==> config.mk <==
export PLATFORM = sky130hd
export DESIGN_NAME = adc_clk_rst_sequencer
export DESIGN_NICKNAME = d
export VERILOG_FILES = /design/src/rtl/zcu102_clk_pkg.sv /design/src/rtl/cdc_sync_bit.sv /design/src/rtl/adc_clk_rst_sequencer.sv
export SDC_FILE = /design/constraint.sdc
export NUM_CORES = 1
export LEC_CHECK = 0
export ABC_AREA = 1
export CORE_MARGIN = 5
export CORE_UTILIZATION = 40
export DETAILED_ROUTE_END_ITERATION = 12
export DONT_BUFFER_PORTS = 1
export GPL_TIMING_DRIVEN = 0
export MAX_ROUTING_LAYER = met4
export PLACE_DENSITY = 0.61
export SYNTH_ARGS = -nofsm -noshare
export SYNTH_HDL_FRONTEND = slang
export SYNTH_SLANG_ARGS = --single-unit
==> constraint.sdc <==
create_clock -name adc_clk -period 3.5 [get_ports adc_clk]
set_clock_uncertainty 0.2 [all_clocks]
set_input_delay 0.35 -clock adc_clk [delete_from_list [all_inputs] [get_ports adc_clk]]
set_output_delay 0.35 -clock adc_clk [all_outputs]
set_load 0.1 [all_outputs]
==> src/rtl/zcu102_clk_pkg.sv <==
// -----------------------------------------------------------------------------
// zcu102_clk_pkg
// Shared definitions for the ADC clock/reset sequencing logic.
//   seq_state_e            : sequencer state encoding (also driven out on seq_state)
//   DEF_SYNC_STAGES        : default depth of the mmcm_locked synchronizer
//   DEF_LOCK_STABLE_CYCLES : default cycles lock must stay high before HOLD
//   DEF_RST_HOLD_CYCLES    : default cycles user_rst is held after lock qualifies
//   max_int()              : larger of two integers, for sizing counters
// -----------------------------------------------------------------------------
package zcu102_clk_pkg;

   typedef enum logic [1:0] {
      WAIT_LOCK = 2'd0,
      STABLE    = 2'd1,
      HOLD      = 2'd2,
      RUN       = 2'd3
   } seq_state_e;

   localparam int DEF_SYNC_STAGES        = 3;
   localparam int DEF_LOCK_STABLE_CYCLES = 1024;
   localparam int DEF_RST_HOLD_CYCLES    = 16;

   function automatic int max_int(input int a, input int b);
      return (a > b) ? a : b;
   endfunction

endpackage : zcu102_clk_pkg

==> src/rtl/cdc_sync_bit.sv <==
// -----------------------------------------------------------------------------
// cdc_sync_bit
// Multi-flop synchronizer bringing one asynchronous level into the clk_i domain.
// Ports:
//   clk_i  : destination clock
//   rst_i  : synchronous active-high reset, clears every stage to 0
//   d_i    : asynchronous input level
//   q_o    : synchronized level, STAGES cycles behind d_i
// -----------------------------------------------------------------------------
module cdc_sync_bit #(
   parameter int STAGES = 3
) (
   input  logic clk_i,
   input  logic rst_i,
   input  logic d_i,
   output logic q_o
);

   // ASYNC_REG keeps the chain packed in one slice and out of retiming.
   (* ASYNC_REG = "TRUE" *) logic [STAGES-1:0] sync_q;

   // NOTE: clocked state is always written with non-blocking assignments so
   // every flop samples the pre-edge value of its neighbour.
   always_ff @(posedge clk_i) begin
      if (rst_i) begin
         sync_q <= '0;
      end else begin
         sync_q <= {sync_q[STAGES-2:0], d_i};
      end
   end

   assign q_o = sync_q[STAGES-1];

endmodule : cdc_sync_bit

==> src/rtl/adc_clk_rst_sequencer.sv <==
// -----------------------------------------------------------------------------
// adc_clk_rst_sequencer
// Brings the ADC clock domain out of reset once the MMCM has locked and stayed
// locked for a while, then holds user_rst a few more cycles before RUN.
// Any loss of lock drops back to WAIT_LOCK; a software request in RUN replays
// only the reset-hold phase.
// Ports:
//   adc_clk       : sole clock (BUFG-driven MMCM output)
//   adc_rst       : synchronous active-high reset
//   mmcm_locked   : MMCM lock, asynchronous to adc_clk
//   sw_rst_req    : single-cycle software reset request, honoured only in RUN
//   user_rst      : registered active-high reset for downstream logic
//   sys_ready     : registered, high only in RUN
//   lock_loss_cnt : saturating count of synchronized lock 1->0 transitions
//   seq_state     : current state register
// -----------------------------------------------------------------------------
module adc_clk_rst_sequencer
   import zcu102_clk_pkg::*;
#(
   parameter int SYNC_STAGES        = DEF_SYNC_STAGES,
   parameter int LOCK_STABLE_CYCLES = DEF_LOCK_STABLE_CYCLES,
   parameter int RST_HOLD_CYCLES    = DEF_RST_HOLD_CYCLES
) (
   input  logic        adc_clk,
   input  logic        adc_rst,
   input  logic        mmcm_locked,
   input  logic        sw_rst_req,
   output logic        user_rst,
   output logic        sys_ready,
   output logic [15:0] lock_loss_cnt,
   output logic [1:0]  seq_state
);

   // One dwell counter serves both timed phases, so it is sized for the longer.
   localparam int CNT_W = $clog2(max_int(LOCK_STABLE_CYCLES, RST_HOLD_CYCLES) + 1);
   localparam logic [CNT_W-1:0] STABLE_LAST = CNT_W'(LOCK_STABLE_CYCLES - 1);
   localparam logic [CNT_W-1:0] HOLD_LAST   = CNT_W'(RST_HOLD_CYCLES - 1);
   localparam logic [CNT_W-1:0] CNT_ONE     = CNT_W'(1);

   seq_state_e       state_q, state_d;
   logic [CNT_W-1:0] cnt_q, cnt_d;
   logic             locked_s;
   logic             locked_prev_q;
   logic             lock_fall;
   logic [15:0]      lock_loss_cnt_q;
   logic             user_rst_q;
   logic             sys_ready_q;

   cdc_sync_bit #(
      .STAGES (SYNC_STAGES)
   ) u_lock_sync (
      .clk_i (adc_clk),
      .rst_i (adc_rst),
      .d_i   (mmcm_locked),
      .q_o   (locked_s)
   );

   assign lock_fall = locked_prev_q & ~locked_s;

   // NOTE: every output of this block is given a default first, so no path
   // through the case leaves a signal unassigned and no latch is inferred.
   always_comb begin
      state_d = state_q;
      cnt_d   = '0;
      unique case (state_q)
         WAIT_LOCK: begin
            if (locked_s) state_d = STABLE;
         end
         STABLE: begin
            if (!locked_s) begin
               state_d = WAIT_LOCK;
            end else if (cnt_q == STABLE_LAST) begin
               state_d = HOLD;
            end else begin
               cnt_d = cnt_q + CNT_ONE;
            end
         end
         HOLD: begin
            if (!locked_s) begin
               state_d = WAIT_LOCK;
            end else if (cnt_q == HOLD_LAST) begin
               state_d = RUN;
            end else begin
               cnt_d = cnt_q + CNT_ONE;
            end
         end
         RUN: begin
            // Lock loss outranks a coincident software request.
            if (!locked_s) begin
               state_d = WAIT_LOCK;
            end else if (sw_rst_req) begin
               state_d = HOLD;
            end
         end
         default: state_d = WAIT_LOCK;
      endcase
   end

   always_ff @(posedge adc_clk) begin
      if (adc_rst) begin
         state_q         <= WAIT_LOCK;
         cnt_q           <= '0;
         locked_prev_q   <= 1'b0;
         lock_loss_cnt_q <= '0;
         user_rst_q      <= 1'b1;
         sys_ready_q     <= 1'b0;
      end else begin
         state_q       <= state_d;
         cnt_q         <= cnt_d;
         locked_prev_q <= locked_s;
         if (lock_fall && (lock_loss_cnt_q != 16'hFFFF)) begin
            lock_loss_cnt_q <= lock_loss_cnt_q + 16'd1;
         end
         // Registered from next-state so the reset flop changes with the state.
         user_rst_q  <= (state_d != RUN);
         sys_ready_q <= (state_d == RUN);
      end
   end

   assign user_rst      = user_rst_q;
   assign sys_ready     = sys_ready_q;
   assign lock_loss_cnt = lock_loss_cnt_q;
   assign seq_state     = state_q;

endmodule : adc_clk_rst_sequencer

==> flow_summary.json <==
{
  "outcome": "finished clean",
  "clkTransAtPathRegs_ps": 70,
  "grtUsageMet2_pct": 21.7,
  "clock_latency_ps": 290,
  "tightestPinTransition_ps": 1140,
  "fin_crit_ps": 2790,
  "finalHoldViolCount": 0,
  "yosysSeqAreaShare_pct": 38.2,
  "vias_per_cell": 4.90,
  "critPathMaxFanout": 10,
  "drive_above_1_share_pct": 9.56,
  "fin_cells": 324,
  "holdWs_ps": 168,
  "synth_area_um2": 1830,
  "cp_slowest_cell": "dfxtp_1",
  "tns_ps": 0,
  "drtIter0Drc": 74,
  "syn_inst": 263,
  "grt_max_degree": 12,
  "wl_per_cell_um": 12.1,
  "cp-start-kind": "flip-flop",
  "layout_common_cells": "68 x nand2_1, 40 x nor2_1, 35 x dfxtp_1",
  "multi_input_area_um2": 980,
  "syn_avg_cell_area_um2": 6.97,
  "grt_pass1_vias": 1485,
  "synth_warnings": 0,
  "mostFrequentLayoutCell": "nand2_1",
  "ys_seq_elements": 35,
  "fillers": 449,
  "synth_top_area_share_pct": 38.2,
  "groute.layer.met3.usage_pct": 4.75,
  "regArea_um2": 701,
  "synth-edff-count": 0,
  "required_ps": 3460,
  "cp_cell_sequence": "ha_1 > nand3_1 > inv_1 > nand3_1 > nand2_1 > nand2_1 > buf_2 > nand2_1 > a21oi_2",
  "nets": 281,
  "grtUsageTotal_pct": 13.8,
  "cts_root_buf": "clkbuf_8",
  "drtAntennaViolNets": 0,
  "die-area_um2": 6040,
  "cts_tree": "yes",
  "remaining_drc_errors": 0,
  "crit_path_end_kind": "flip-flop",
  "p_leak_nw": 0.769,
  "max_stage_delay_ps": 1060,
  "fmax_mhz": 359,
  "met1_usage_pct": 15.6,
  "yosys.area.top_type": "dfxtp_1",
  "path_class": "reg2reg",
  "wl_um": 3910,
  "place.gp.congestion": 0.862,
  "placed_cells": 315,
  "vdd_ir_drop_max_v": 0.000185,
  "synth_cell_type_count": 28,
  "numPortBuffers": 0,
  "h-tree-depth": 2,
  "relSlewSlack_pct": 24.2,
  "final_max_slew_viol_count": 0,
  "fp.dieH_um": 77.7,
  "antenna_cells": 0,
  "setup_viol": 0,
  "synthToLayoutAreaGrowth_pct": 10.5,
  "hpwl_um": 2920,
  "cts_setup_buffers": 0,
  "cts_max_path_buffers": 2,
  "worstPathArrival_ps": 2740,
  "vias": 1588,
  "die_w_um": 77.7,
  "power.density_nw_per_um2": 420,
  "rsz0062_at_grt": "no",
  "clock-sinks": 35,
  "grt_overflow": 0,
  "placeableCoreArea_um2": 4410,
  "syn_nets": 273,
  "antenna_found_initial": 0,
  "cts_buffers": 5,
  "synth_flop_cell": "dfxtp_1",
  "io_pins": 24,
  "grt_pass1_wl_um": 6600,
  "synthArstFlopShare_pct": 0,
  "firstDrtPassIters": 5,
  "drv_cap": 0,
  "synthTopCellsByArea": "dfxtp_1 38%, nand2_1 14%, nor2_1 8.2%",
  "fin_crit_sh_pct": 79.6,
  "grt.busiest_layer": "met2",
  "cpMostUsedCell": "nand2_1",
  "hp-class": "in2reg",
  "initial_core_util_pct": 41.6,
  "rows": 24
}
## worst max-delay path: cells and delay by family (launching register included)
family	cells	cell delay, ps
fa+ha+maj	1	340
simple gates	5	580
compound gates	1	50
buf+inv	2	410
flops	1	1060
## sequential cells by signal, indices dropped and copies added (netlist names)
| name | cells |
|---|---|
| lock_loss_cnt | 16 |
| cnt_q | 11 |
| u_lock_sync.sync_q | 3 |
| seq_state | 2 |
| locked_prev_q | 1 |
| sys_ready | 1 |
| user_rst | 1 |
## cell families after synthesis
kind of cell             synth area share (%)
adder cells (fa/ha/maj)                  4.09
XOR/XNOR                                 5.25
AO/OA/AOI/OAI                            10.0
buffers and inverters                    8.39
AND/OR/NAND/NOR                          34.0
flip-flops                               38.2
## Yosys cell counts, types with 2 or more instances
master,number
a21oi_1,8
a21oi_2,7
buf_2,3
dfxtp_1,35
ha_1,6
inv_1,32
nand2_1,68
nand2_2,2
nand3_1,16
nand4_1,4
nor2_1,40
nor3_1,8
nor3b_1,2
o21ai_0,9
xnor2_1,2
xor2_1,9
## metrics by stage
step / util (%) / area [µm²] / setup WS, ps / total power [mW]
after global placement: 43.0 / 1900 / 714 / 0.484
after floorplan: - / 1830 / 1010 / 0.474
after detailed placement: 43.0 / 1900 / 735 / 0.484
final: 45.9 / 2030 / 715 / 0.852
after global routing: 45.9 / 2030 / 586 / 0.894
after CTS: 45.9 / 2030 / 718 / 0.869
## layout make-up
| cell class | instances | share of cell area [%] |
|---|---|---|
| buffer | 5 | 1.48 |
| multi-input combinational | 190 | 48.3 |
| sequential | 35 | 34.6 |
| clock inverter | 2 | 1.73 |
| clock buffer | 6 | 4.07 |
| timing repair buffer | 1 | 0.494 |
| inverter | 33 | 6.11 |
| tap | 52 | 3.21 |
## power by group
part           internal, mW  leakage (nW)  switching, mW
Clock                 0.230        0.0612          0.146
Combinational        0.0148         0.425         0.0280
Sequential            0.403         0.283         0.0297
Total                 0.648         0.769          0.203
## path summary, 6_finish.rpt
check	from	endpoint	slack [ps]	cells after the start
min reg2reg	u_lock_sync.sync_q[0]	u_lock_sync.sync_q[1]	200	2
min	sw_rst_req	user_rst	170	3
max	lock_loss_cnt[0]	lock_loss_cnt[13]	710	9
max reg2reg	lock_loss_cnt[0]	lock_loss_cnt[13]	710	9
## per-layer routing
metal | share of wire [%] | wire length (µm)
met1 | 46 | 1800
met2 | 47 | 1850
met3 | 4.4 | 173
met4 | 2.0 | 80
met5 | 0 | 0
## repair_timing
action,in CTS,in global routing
hold buffers,1,0
endpoints found under the hold margin,1,0
resized for setup,0,0
Power figures use the tool's default switching activity.
